### src/rtl/imem_ctrl.sv
// Instruction-memory controller: owns the single-port instruction RAM, arbitrates
// it between fetch and the host port, and sequences the core through LOAD/RUN/HALT.
//   state | meaning
//   LOAD  | after reset; pipeline held in reset, host owns RAM for boot loading
//   RUN   | fetch owns RAM; host may steal a slot after MAX_WAIT cycles
//   HALT  | debug halt; fetch stalled, host owns RAM
module imem_ctrl #(
  parameter int ADDR_W   = 10,
  parameter int MAX_WAIT = 4
) (
  input  logic              i_clk,
  input  logic              i_rst,
  input  logic              i_run_req,
  input  logic              i_halt_req,
  output logic [1:0]        o_state,
  output logic              o_core_rst,
  input  logic [15:0]       i_fetch_pc,
  output logic              o_fetch_stall,
  output logic              o_fetch_valid,
  output logic [15:0]       o_fetch_instr,
  output logic              o_oob_err,
  input  logic              i_host_valid,
  output logic              o_host_ready,
  input  logic              i_host_we,
  input  logic [ADDR_W-1:0] i_host_addr,
  input  logic [15:0]       i_host_wdata,
  output logic              o_host_rvalid,
  output logic [15:0]       o_host_rdata,
  output logic              o_mem_en,
  output logic              o_mem_we,
  output logic [ADDR_W-1:0] o_mem_addr,
  output logic [15:0]       o_mem_wdata,
  input  logic [15:0]       i_mem_rdata
);

  localparam int CNT_W = (MAX_WAIT < 1) ? 1 : $clog2(MAX_WAIT + 1);
  localparam logic [CNT_W-1:0] W_MAX = CNT_W'(MAX_WAIT);

  typedef enum logic [1:0] {
    ST_LOAD = 2'b00,
    ST_RUN  = 2'b01,
    ST_HALT = 2'b10
  } state_t;

  state_t           r_state;
  state_t           w_state_nxt;
  logic [CNT_W-1:0] r_wait_cnt;
  logic [CNT_W-1:0] w_wait_nxt;
  logic             r_fetch_pend;
  logic             r_oob_pend;
  logic             r_host_rd_pend;
  logic             r_oob_err;

  logic             w_in_run;
  logic             w_grant;
  logic             w_host_acc;
  logic             w_oob;
  logic             w_fetch_issue;
  logic             w_oob_issue;
  logic             w_boot_exit;

  always_comb begin
    w_state_nxt = r_state;
    case (r_state)
      ST_LOAD: if (i_run_req)                 w_state_nxt = ST_RUN;
      ST_RUN:  if (i_halt_req)                w_state_nxt = ST_HALT;
      ST_HALT: if (i_run_req && !i_halt_req)  w_state_nxt = ST_RUN;
      default:                                w_state_nxt = ST_LOAD;
    endcase
  end

  // Arbitration and RAM steering always use the current state, never the next one.
  always_comb begin
    w_in_run      = 1'b0;
    w_grant       = 1'b0;
    w_host_acc    = 1'b0;
    w_oob         = 1'b0;
    w_fetch_issue = 1'b0;
    w_oob_issue   = 1'b0;
    w_wait_nxt    = '0;
    w_boot_exit   = 1'b0;

    w_in_run      = (r_state == ST_RUN);
    w_grant       = w_in_run && i_host_valid && (r_wait_cnt == W_MAX);
    w_host_acc    = i_rst && i_host_valid && (!w_in_run || w_grant);
    w_oob         = (i_fetch_pc[15:ADDR_W+1] != '0) || i_fetch_pc[0];
    w_fetch_issue = i_rst && w_in_run && !w_grant && !w_oob;
    w_oob_issue   = i_rst && w_in_run && !w_grant && w_oob;
    w_boot_exit   = (r_state == ST_LOAD) && (w_state_nxt == ST_RUN);
    if (w_in_run && i_host_valid && !w_grant)
      w_wait_nxt = r_wait_cnt + 1'b1;
  end

  always_ff @(posedge i_clk) begin
    if (!i_rst) begin
      r_state        <= ST_LOAD;
      r_wait_cnt     <= '0;
      r_fetch_pend   <= 1'b0;
      r_oob_pend     <= 1'b0;
      r_host_rd_pend <= 1'b0;
      r_oob_err      <= 1'b0;
    end else begin
      r_state        <= w_state_nxt;
      r_wait_cnt     <= w_wait_nxt;
      r_fetch_pend   <= w_fetch_issue;
      r_oob_pend     <= w_oob_issue;
      r_host_rd_pend <= w_host_acc && !i_host_we;
      if (w_boot_exit)
        r_oob_err <= 1'b0;
      else if (w_oob_issue)
        r_oob_err <= 1'b1;
    end
  end

  assign o_state       = r_state;
  assign o_core_rst    = (r_state == ST_LOAD);
  assign o_fetch_stall = !w_in_run || w_grant;
  assign o_fetch_valid = r_fetch_pend || r_oob_pend;
  assign o_fetch_instr = r_fetch_pend ? i_mem_rdata : 16'h0000;
  assign o_oob_err     = r_oob_err;
  assign o_host_ready  = w_host_acc;
  assign o_host_rvalid = r_host_rd_pend;
  assign o_host_rdata  = r_host_rd_pend ? i_mem_rdata : 16'h0000;

  assign o_mem_en    = w_host_acc || w_fetch_issue;
  assign o_mem_we    = w_host_acc && i_host_we;
  assign o_mem_addr  = w_host_acc ? i_host_addr : i_fetch_pc[ADDR_W:1];
  assign o_mem_wdata = i_host_wdata;

endmodule

### config.mk
export PLATFORM = sky130hd
export DESIGN_NAME = imem_ctrl
export DESIGN_NICKNAME = d
export VERILOG_FILES = /design/src/rtl/imem_ctrl.sv
export SDC_FILE = /design/constraint.sdc
export NUM_CORES = 1
export LEC_CHECK = 0
export CAP_MARGIN = 0
export CORE_MARGIN = 2
export CORE_UTILIZATION = 21
export CTS_CLUSTER_DIAMETER = 50
export DETAILED_ROUTE_END_ITERATION = 7
export GPL_TIMING_DRIVEN = 0
export PLACE_DENSITY = 0.82
export RECOVER_POWER = 25
export SETUP_SLACK_MARGIN = 0.2
export SYNTH_ARGS = -nofsm -noshare
export SYNTH_HDL_FRONTEND = slang
export SYNTH_SLANG_ARGS = --single-unit
### constraint.sdc
create_clock -name i_clk -period 1.61 [get_ports i_clk]
set_clock_uncertainty 0.1 [all_clocks]
set_input_delay 0.2415 -clock i_clk [delete_from_list [all_inputs] [get_ports i_clk]]
set_output_delay 0.2415 -clock i_clk [all_outputs]
set_load 0.01 [all_outputs]
==> results_dict.tcl <==
set metrics [dict create \
    grt_overflow 0 \
    clkPwrFrac_pct 27.2 \
    setup_viol_count_final 13 \
    p_sw_share_pct 25.5 \
    via_per_inst 4.11 \
    drive_above_1_share_pct 50.0 \
    antennaDiodeCount 0 \
    rr_endpoint "o_oob_err" \
    reg2reg_depth 5 \
    critical_path_arrival_ns 1.61 \
    clock_path_buffers 2 \
    dpl.hpwl_um 2650 \
    final-instance-count-excl-fill 290 \
    start_util_pct 21.9 \
    cp_max_fo 5 \
    dr_total_vias 1192 \
    cap_violations 0 \
    cts_num_sinks 9 \
    period_needed_ns 1.95 \
    post-route-drc-count 0 \
    syn_avg_cell_area_um2 8.17 \
    synth_async_sr_flop_share_pct 0 \
    nNetsFinal 307 \
    ys_warn_count 0 \
    leakagePower_nw 1.09 \
    initialDrtViolationCount 12 \
    crit_type "register to output port" \
    ys_ff_latch 9 \
    required_ns 1.27 \
    placed_cells 273 \
    pwr-share-comb_pct 48.1 \
    syn_nets 174 \
    endpoint_kind "output port" \
    finalCritPeriodShare_pct 121 \
    synthTopCellsByArea "and2_1, dfxtp_1, buf_4" \
    p_sw_mw 0.241 \
    yosysSeqAreaShare_pct 20.4 \
    drt-pass1-iter-count 3 \
    tightest_slew_ns 0.350 \
    ant_nets 0 \
    p_int_mw 0.705 \
    clock.fmax_ghz 0.512 \
    maxSlewHeadroom_pct 76.5 \
    drv_slew 0 \
    cts_made_buffers 3 \
    yosys-top-cells-count "and2_1, buf_4, mux2_2" \
    status "complete, but fails checks" \
    grtUsageTotal_pct 13.6 \
    wl_per_cell_um 12.1 \
    rrSetupSlack_ns 0.30 \
    synth_area_um2 882 \
    area_growth_pct 154 \
    total_power_mw 0.946 \
    hold_path_class "register to register" \
    synth_top_area_cell "and2_1" \
    wirelength_um 3520 \
    grt_pass1_vias 1106 \
    grt_pass1_wl_um 4930 \
    min_to "o_oob_err" \
    routabilityCongestion 0.659 \
    min_from "o_oob_err" \
    seqPwrFrac_pct 24.6 \
    ctsHtreeMaxLevel 1 \
    r2r_start "o_state[1]" \
    synth_cell_types 29 \
    core_um2 4030 \
    violations "setup timing" \
    dieArea_um2 4730 \
    row_count 23 \
    cp-start-kind "register" \
    synth_edf_count 0 \
    finalHoldViolCount 0 \
    cts_tree "built" \
    synthCells 108 \
    io_pins 132 \
    io_buffers 115 \
    cts_root_buffer "clkbuf_8" \
    yosysMostFrequentCell "and2_1" \
    whs_path_depth 2 \
    grt_max_degree 11 \
    worst_skew_pair.late_latency_ns 0.23 \
    grt_antenna_before_repair 0 \
    clk_pin_slew_worst_paths_ns 0.05 \
    power.density_nw_per_um2 423 \
    setup_ws_ns -0.345 \
    synth_top_area_share_pct 23.4 \
    vdd.ir_drop.worst_mv 0.490 \
    die_y_um 68.8 \
    rsz0062_at_grt "true" \
    die_width_um 68.8 \
    yosys_most_used_dff "dfxtp_1" \
]
-- stage by stage --
step                util (%)  setup slack (ns)  area [um2]  setup TNS, ns  hold WS [ns]
global route            55.6            -0.408        2240          -4.60         0.401
detailed placement      52.9            -0.962        2130         -16.14         0.341
global placement        52.9            -0.959        2130         -15.70         0.332
CTS                     55.3            -0.334        2230          -3.70         0.342
finish                  55.6            -0.345        2240          -3.82         0.379
floorplan                  -           -0.0318         916         -0.204         0.213
-- worst max-delay path, stage by stage, from the launching register on --
cell	delay, ns
dfxtp_2	0.32
inv_2	0.06
ha_4	0.14
nand2_4	0.05
a21oi_4	0.21
buf_6	0.16
mux2_4	0.31
buf_6	0.12
-- power by group through the flow --
stage | Sequential [mW] | Clock [mW] | Combinational (mW)
2_1_floorplan | 0.245 | 0 | 0.151
3_3_place_gp | 0.244 | 0 | 0.411
3_5_place_dp | 0.245 | 0 | 0.416
4_1_cts | 0.233 | 0.258 | 0.452
5_1_grt | 0.234 | 0.268 | 0.492
6_report | 0.233 | 0.258 | 0.455
-- logic make-up (layout without fill, tap and decap cells) --
kind of cell,Yosys count,count (layout),synth area share (%)
xor gates and xnor gates,2,2,1.99
AOI/OAI and AO/OA,6,6,6.53
and+or+nand+nor,56,56,38.0
buffers and inverters,23,155,17.4
muxes,10,10,12.8
adders and majority gates,2,2,2.84
DFF,9,9,20.4
-- cell usage in the layout, fill, tap and decap left out, drive strengths merged, types with 2 or more instances in the layout --
cell type      netlist  final
nor2b                3      3
a21oi                2      2
inv                  4      4
mux2                10     10
clkbuf               2      9
dlygate4sd3          0     16
buf                 17     78
nand2                4      4
and2                33     33
dfxtp                9      9
clkdlybuf4s50        0     41
nand3                2      2
dlygate4sd2          0      6
nor2                 5      5
ha                   2      2
-- sequential cells by signal, indices dropped and copies added (netlist names) --
| signal | count |
|---|---|
| r_wait_cnt | 3 |
| o_state | 2 |
| o_host_rvalid | 1 |
| o_oob_err | 1 |
| r_fetch_pend | 1 |
| r_oob_pend | 1 |
-- how the worst max path moves through the flow --
| stage | from | end | slack (ns) | cells past startpoint |
|---|---|---|---|---|
| after CTS | o_state[1] | o_mem_addr[8] | -0.33 | 5 |
| after detailed placement | i_fetch_pc[12] | o_mem_en | -0.96 | 5 |
| after floorplan | o_state[1] | o_mem_addr[3] | -0.03 | 4 |
| after global routing | r_wait_cnt[0] | o_mem_addr[7] | -0.41 | 7 |
| after global placement | i_fetch_pc[12] | o_mem_en | -0.96 | 5 |
| final | r_wait_cnt[0] | o_mem_addr[7] | -0.34 | 7 |
-- routing by layer --
layer	global-route usage [%]	routed length, um	vias to the layer above
met1	15.0	1240	523
met5	0	0	-
met3	2.44	304	4
li1	-	-	600
met2	26.8	1930	65
met4	2.94	49	0
-- cell type report --
type	instances	area (um2)
inverters	4	15.0
clock buffers	4	45.0
repair buffers	128	1110
multi-input cells	76	653
well taps	50	62.6
plain buffers	19	159
flip-flops and latches	9	198
fillers	408	1790
-- timing repair --
action                                  CTS  global route
setup buffers                            10             2
gates cloned                              1             0
endpoints found under the setup margin   55            27
pin swaps                                 6             5
hold buffers                              0             0
gates resized for setup                 238            25
No activity file was read; power rests on OpenSTA's default activity.
